$ cat config.mk
export PLATFORM = sky130hd
export DESIGN_NAME = req_qos_arb
export DESIGN_NICKNAME = d
export VERILOG_FILES = /design/src/rtl/req_qos_arb_pkg.sv /design/src/rtl/req_qos_arb_rr_pick.sv /design/src/rtl/req_qos_arb.sv
export SDC_FILE = /design/constraint.sdc
export NUM_CORES = 1
export LEC_CHECK = 0
export ABC_AREA = 1
export CORE_AREA = 3 3 182 184
export CTS_BUF_LIST = sky130_fd_sc_hd__clkbuf_8 sky130_fd_sc_hd__clkbuf_16
export DETAILED_ROUTE_END_ITERATION = 10
export DIE_AREA = 0 0 185 187
export SYNTH_ARGS = -nofsm -noshare
export SYNTH_HDL_FRONTEND = slang
export SYNTH_SLANG_ARGS = --single-unit
$ cat constraint.sdc
create_clock -name clk -period 2.1 [get_ports clk]
set_input_delay 0.42 -clock clk [delete_from_list [all_inputs] [get_ports clk]]
set_output_delay 0.42 -clock clk [all_outputs]
set_load 0.01 [all_outputs]
$ cat src/rtl/req_qos_arb_pkg.sv
// Shared types and constants for the QoS request arbiter in front of the SDRAM controller.
// Holds the FSM encoding, default field widths and the fixed master slot numbers.
package req_qos_arb_pkg;

   typedef enum logic [1:0] {
      ST_IDLE = 2'd0,
      ST_REQ  = 2'd1,
      ST_XFER = 2'd2,
      ST_GAP  = 2'd3
   } arb_state_e;

   localparam int DEF_LW = 8;
   localparam int DEF_MW = 4;
   localparam int DEF_DW = 32;
   localparam int DEF_AW = 32;

   localparam int MST_CPU = 0;
   localparam int MST_VGA = 1;

endpackage

$ cat src/rtl/req_qos_arb_rr_pick.sv
// Combinational round-robin picker: the first set request at or after the pointer wins.
// The result is a one-hot vector, or all-zero when nothing is requesting.
module rr_pick
   import req_qos_arb_pkg::*;
#(
   parameter int N  = 3,
   parameter int PW = (N > 1) ? $clog2(N) : 1
) (
   input  logic [N-1:0]  req_i,
   input  logic [PW-1:0] ptr_i,
   output logic [N-1:0]  gnt_o
);

   int   idx;
   logic found;

   always_comb begin
      gnt_o = '0;
      found = 1'b0;
      idx   = 0;
      for (int i = 0; i < N; i++) begin
         idx = int'(ptr_i) + i;
         if (idx >= N) idx = idx - N;
         if (!found && req_i[idx]) begin
            gnt_o[idx] = 1'b1;
            found      = 1'b1;
         end
      end
   end

endmodule

$ cat src/rtl/req_qos_arb.sv
// Arbitrates several bursting masters onto one SDRAM request port, urgent masters first.
// The owner is held from grant through its whole burst plus one idle gap cycle.
module req_qos_arb
   import req_qos_arb_pkg::*;
#(
   parameter int MASTERS = 3,
   parameter int LW      = DEF_LW,
   parameter int MW      = DEF_MW,
   parameter int DW      = DEF_DW,
   parameter int AW      = DEF_AW
) (
   input  logic                  clk,
   input  logic                  rstn,
   input  logic [MASTERS-1:0]    m_req_valid,
   output logic [MASTERS-1:0]    m_req_ready,
   input  logic [MASTERS*LW-1:0] m_req_len,
   input  logic [MASTERS*MW-1:0] m_req_mask,
   input  logic [MASTERS*AW-1:0] m_req_addr,
   input  logic [MASTERS-1:0]    m_req_we,
   input  logic [MASTERS-1:0]    m_req_wrap,
   input  logic [MASTERS-1:0]    m_urgent,
   input  logic [MASTERS-1:0]    m_write_valid,
   input  logic [MASTERS*DW-1:0] m_write_data,
   output logic [MASTERS-1:0]    m_read_valid,
   output logic [MASTERS*DW-1:0] m_read_data,
   input  logic [MASTERS-1:0]    m_read_ack,
   output logic                  req_valid,
   output logic [LW-1:0]         req_len,
   output logic [MW-1:0]         req_mask,
   output logic [AW-1:0]         req_addr,
   output logic                  req_we,
   output logic                  req_wrap,
   input  logic                  req_ready,
   output logic                  write_valid,
   output logic [DW-1:0]         write_data,
   input  logic                  read_valid,
   input  logic [DW-1:0]         read_data,
   output logic                  read_ack,
   output logic [MASTERS-1:0]    grant
);

   localparam int PW = (MASTERS > 1) ? $clog2(MASTERS) : 1;

   arb_state_e         state_q, state_d;
   logic [MASTERS-1:0] grant_q, grant_d;
   logic [PW-1:0]      ptr_q, ptr_d;
   logic [LW-1:0]      cnt_q, cnt_d;
   logic               we_q, we_d;

   logic [MASTERS-1:0] urgentGnt, normalGnt, winner;
   logic [PW-1:0]      winIdx;
   logic               selValid, selWe, selWrap, selWriteValid, selReadAck;
   logic [LW-1:0]      selLen;
   logic [MW-1:0]      selMask;
   logic [AW-1:0]      selAddr;
   logic [DW-1:0]      selWriteData;
   logic               beat;

   rr_pick #(.N(MASTERS), .PW(PW)) u_pick_urgent (
      .req_i (m_req_valid & m_urgent),
      .ptr_i (ptr_q),
      .gnt_o (urgentGnt)
   );

   rr_pick #(.N(MASTERS), .PW(PW)) u_pick_normal (
      .req_i (m_req_valid),
      .ptr_i (ptr_q),
      .gnt_o (normalGnt)
   );

   assign winner = (|(m_req_valid & m_urgent)) ? urgentGnt : normalGnt;

   always_comb begin
      winIdx = '0;
      for (int i = 0; i < MASTERS; i++) begin
         if (winner[i]) winIdx = PW'(i);
      end
   end

   // Everything the owner drives is muxed from the registered grant, never from the live winner.
   always_comb begin
      selValid      = 1'b0;
      selLen        = '0;
      selMask       = '0;
      selAddr       = '0;
      selWe         = 1'b0;
      selWrap       = 1'b0;
      selWriteValid = 1'b0;
      selWriteData  = '0;
      selReadAck    = 1'b0;
      for (int i = 0; i < MASTERS; i++) begin
         if (grant_q[i]) begin
            selValid      = m_req_valid[i];
            selLen        = m_req_len[i*LW +: LW];
            selMask       = m_req_mask[i*MW +: MW];
            selAddr       = m_req_addr[i*AW +: AW];
            selWe         = m_req_we[i];
            selWrap       = m_req_wrap[i];
            selWriteValid = m_write_valid[i];
            selWriteData  = m_write_data[i*DW +: DW];
            selReadAck    = m_read_ack[i];
         end
      end
   end

   assign beat = (state_q == ST_XFER) &&
                 (we_q ? selWriteValid : (read_valid && selReadAck));

   always_ff @(posedge clk or negedge rstn) begin
      if (!rstn) begin
         state_q <= ST_IDLE;
         grant_q <= '0;
         ptr_q   <= '0;
         cnt_q   <= '0;
         we_q    <= 1'b0;
      end else begin
         state_q <= state_d;
         grant_q <= grant_d;
         ptr_q   <= ptr_d;
         cnt_q   <= cnt_d;
         we_q    <= we_d;
      end
   end

   // The counter holds beats remaining minus one, so a zero-length request is a single beat.
   always_comb begin
      state_d = state_q;
      grant_d = grant_q;
      ptr_d   = ptr_q;
      cnt_d   = cnt_q;
      we_d    = we_q;
      case (state_q)
         ST_IDLE: begin
            if (|m_req_valid) begin
               state_d = ST_REQ;
               grant_d = winner;
               ptr_d   = (winIdx == PW'(MASTERS - 1)) ? '0 : winIdx + 1'b1;
            end
         end
         ST_REQ: begin
            if (!selValid) begin
               state_d = ST_IDLE;
               grant_d = '0;
            end else if (req_ready) begin
               state_d = ST_XFER;
               cnt_d   = selLen;
               we_d    = selWe;
            end
         end
         ST_XFER: begin
            if (beat) begin
               if (cnt_q == '0) state_d = ST_GAP;
               else             cnt_d   = cnt_q - 1'b1;
            end
         end
         ST_GAP: begin
            state_d = ST_IDLE;
            grant_d = '0;
         end
         default: begin
            state_d = ST_IDLE;
            grant_d = '0;
         end
      endcase
   end

   always_comb begin
      grant       = grant_q;
      req_valid   = (state_q == ST_REQ) && selValid;
      req_len     = selLen;
      req_mask    = selMask;
      req_addr    = selAddr;
      req_we      = selWe;
      req_wrap    = selWrap;
      m_req_ready = ((state_q == ST_REQ) && req_ready) ? grant_q : '0;
      write_valid = (state_q == ST_XFER) && we_q && selWriteValid;
      write_data  = ((state_q == ST_XFER) && we_q) ? selWriteData : '0;
      read_ack    = (state_q == ST_XFER) && !we_q && selReadAck;
      m_read_valid = '0;
      m_read_data  = '0;
      for (int i = 0; i < MASTERS; i++) begin
         m_read_valid[i] = (state_q == ST_XFER) && !we_q && grant_q[i] && read_valid;
         if (grant_q[i]) m_read_data[i*DW +: DW] = read_data;
      end
   end

endmodule

==> results.py <==
metrics = {
    "status": {
        "outcome": "complete, but fails checks",
        "violations": "setup timing",
    },
    "worst_setup_path": {
        "critPathArrivalTime_ns": 1.80,
        "endpoint": "req_addr[5]",
        "end_kind": "primary output",
        "path_max_fanout": 8,
        "r2r-start": "grant[1]$_DFFE_PN0P_",
        "crit_family": "buffers and inverters",
        "worst_setup_path_start_kind": "flip-flop",
        "critPathMaxStageDelay_ns": 0.52,
        "rr_worst_depth": 14,
        "worstPathBufferInverterCount": 5,
        "critPathSlowestCell": "dfrtp_4",
        "required_ns": 1.68,
        "crit_chain": "nor2_4, buf_12, buf_4, buf_12, buf_4, a22oi_1, o21ai_1, buf_2",
        "cp-startpoint": "grant[1]$_DFFE_PN0P_",
        "cp.depth": 8,
        "crit_type": "flip-flop to primary output",
        "r2r-end": "cnt_q[1]$_DFFE_PN0P_",
        "r2r_slack_ns": 0.04,
    },
    "placed_design": {
        "dp_worst_setup_slack_ns": -0.293,
        "port_buffers": 467,
        "dpl_cell_area_um2": 9630,
        "place.gp.congestion": 0.988,
        "dpl.cell_count": 1676,
        "hpwl_um": 24000,
    },
    "cts": {
        "cts_max_path_buffers": 2,
        "cts_root_buf": "clkbuf_16",
        "cts_buffers": 3,
        "cts.reportedPaths.clkPinSlew_ns": 0.05,
        "cts_max_level": 1,
        "hold_buffers": 0,
        "insertion_delay_ns": 0.25,
        "cts.sinks": 16,
        "cts_tree": "built",
    },
    "synth": {
        "yosys_warnings": 0,
        "syn-num-nets": 1081,
        "ys_top_cells_by_area": "nand2_1, inv_1, o21ai_0, dfrtp_1, a21oi_1",
        "syn_area_um2": 4000,
        "ys_types": 31,
        "yosys.area.top_type_share_pct": 24.5,
        "ys_ff_latch": 16,
        "yosysSeqAreaShare_pct": 10.0,
        "avgSynthCellArea_um2": 5.07,
        "synth_largest_area_cell": "nand2_1",
        "netlist_instances": 788,
    },
    "power": {
        "peakVddDrop_mv": 0.458,
        "power_density_nw_per_um2": 928,
        "leakage_nw": 5.85,
        "p_total_mw": 10.3,
    },
    "detailed_routing": {
        "dr.first_iter.drc_count": 435,
        "antenna_left": 0,
        "vias": 7584,
        "routedWlPerCell_um": 19.2,
        "wl_um": 33500,
        "drt_pre_antenna_iters": 5,
        "drcViolationCount": 0,
        "via_per_inst": 4.35,
    },
    "flow_run": {
        "cap_viol_max_count": 0,
    },
    "global_routing": {
        "gr-total-overflow": 0,
        "grt_pass1_vias": 7228,
        "grt_max_degree": 23,
        "grt_antenna_before_repair": 4,
        "grt_util_all_layers_pct": 17.7,
        "grt_pass1_wl_um": 46900,
    },
    "final_layout": {
        "fin_cells": 1745,
        "utilization_pct": 35.1,
        "syn_to_final_growth_pct": 177,
        "fillers": 3348,
        "drive_above_1_share_pct": 26.4,
        "design_area_um2": 11100,
        "final_nets": 1633,
    },
    "timing": {
        "setup_tns_ns": -3.31,
        "setup_viol": 65,
        "clock-skew-final_ns": 0.00367,
        "layout_min_cycle_time_ns": 2.22,
        "hold_ws_ns": 0.487,
        "period_share_pct": 106,
        "report.final.slew_viol_count": 0,
        "relSlewSlack_pct": 65.1,
        "fmax_ghz": 0.449,
        "fin_ws_ns": -0.125,
        "rsz0062_at_grt": "yes",
        "worst_pin_slew_ns": 0.522,
        "hold_viol": 0,
    },
    "die": {
        "dieArea_um2": 34600,
        "start_util_pct": 12.7,
        "io_pins": 468,
        "dieHeight_um": 187,
        "chipWidth_um": 185,
        "rows": 65,
        "core_area_um2": 31600,
    },
    "min_path": {
        "worst_hold_path_type": "flip-flop to flip-flop",
        "hp-start": "cnt_q[0]$_DFFE_PN0P_",
    },
}
[placed cells by master, fill, tap and decap left out, types with 22 or more instances in the layout]
cell type | netlist | final
buf_12 | 0 | 23
a21oi_2 | 0 | 29
buf_2 | 19 | 66
inv_1 | 135 | 129
dlymetal6s2s_1 | 0 | 22
nand3_1 | 49 | 48
clkdlybuf4s50_1 | 0 | 317
a21oi_1 | 71 | 34
nand2_1 | 261 | 227
dlygate4sd2_1 | 0 | 44
o21ai_0 | 83 | 42
buf_6 | 1 | 25
o21ai_1 | 1 | 41
buf_4 | 2 | 80
[cells in the mapped netlist (all sizes together)]
library cell,number
a2bb2oi,3
mux2,1
or2,2
ha,11
a21oi,71
nor3,4
o21a,2
xor2,3
buf,27
nand4,10
o22ai,5
inv,139
o21ai,90
o2bb2ai,1
a22oi,39
nand3,49
nand2,264
clkbuf,26
nor2,25
dfrtp,16
[power breakdown]
group | leakage, nW | internal [mW] | switching, mW
Clock | 0.0442 | 0.290 | 0.133
Combinational | 5.60 | 4.58 | 4.69
Sequential | 0.202 | 0.442 | 0.131
[tightest hold or removal path: cells and delay by family, from the launching register on]
kind | cells | cell delay, ns
compound gates | 1 | 0.04
simple gates | 1 | 0.06
flops | 1 | 0.36
[cell families after synthesis]
group,after synthesis,share of synthesized area [%]
xor gates and xnor gates,3,0.658
DFF,16,10.0
adders and majority gates,11,3.44
buffers and inverters,192,19.0
and+or+nand+nor,354,36.1
AOI/OAI and AO/OA,211,30.4
muxes,1,0.282
[repair_timing]
item / CTS / global route
pin swaps: 7 / 36
setup endpoints to repair: 178 / 131
gates resized for setup: 521 / 167
setup buffers: 26 / 22
cloned: 16 / 2
[registers in the layout, summed over array words and instances, names as in the netlist, named ones only]
name     flops
cnt_q        8
grant        3
ptr_q        2
state_q      1
we_q         1
[layout make-up]
class | count | area, um^2 | share of cell area (%)
Antenna cell | 4 | 10.0 | 0.0905
Tap cell | 402 | 503 | 4.55
Multi-Input combinational cell | 580 | 3450 | 31.2
Clock buffer | 4 | 88.8 | 0.803
Sequential cell | 16 | 409 | 3.70
Inverter | 139 | 532 | 4.81
Timing Repair Buffer | 600 | 6060 | 54.8
[layer usage]
layer | track usage [%] | up-vias | share of wire, %
li1 | - | 3643 | -
met1 | 23.5 | 3499 | 42
met2 | 29.7 | 392 | 48
met3 | 3.35 | 50 | 7.9
met4 | 4.07 | 0 | 2.2
met5 | 0 | - | 0
[worst min path at each step]
stage                     cells past startpoint  slack [ns]                         end
after floorplan                               0        0.12  asynchronous set/reset pin
after global placement                        2        0.47        cnt_q[0]$_DFFE_PN0P_
after detailed placement                      2        0.47        cnt_q[0]$_DFFE_PN0P_
after CTS                                     2        0.48        cnt_q[0]$_DFFE_PN0P_
after global routing                          2        0.51        cnt_q[0]$_DFFE_PN0P_
final                                         2        0.49        cnt_q[0]$_DFFE_PN0P_
Power figures use the tool's default switching activity.
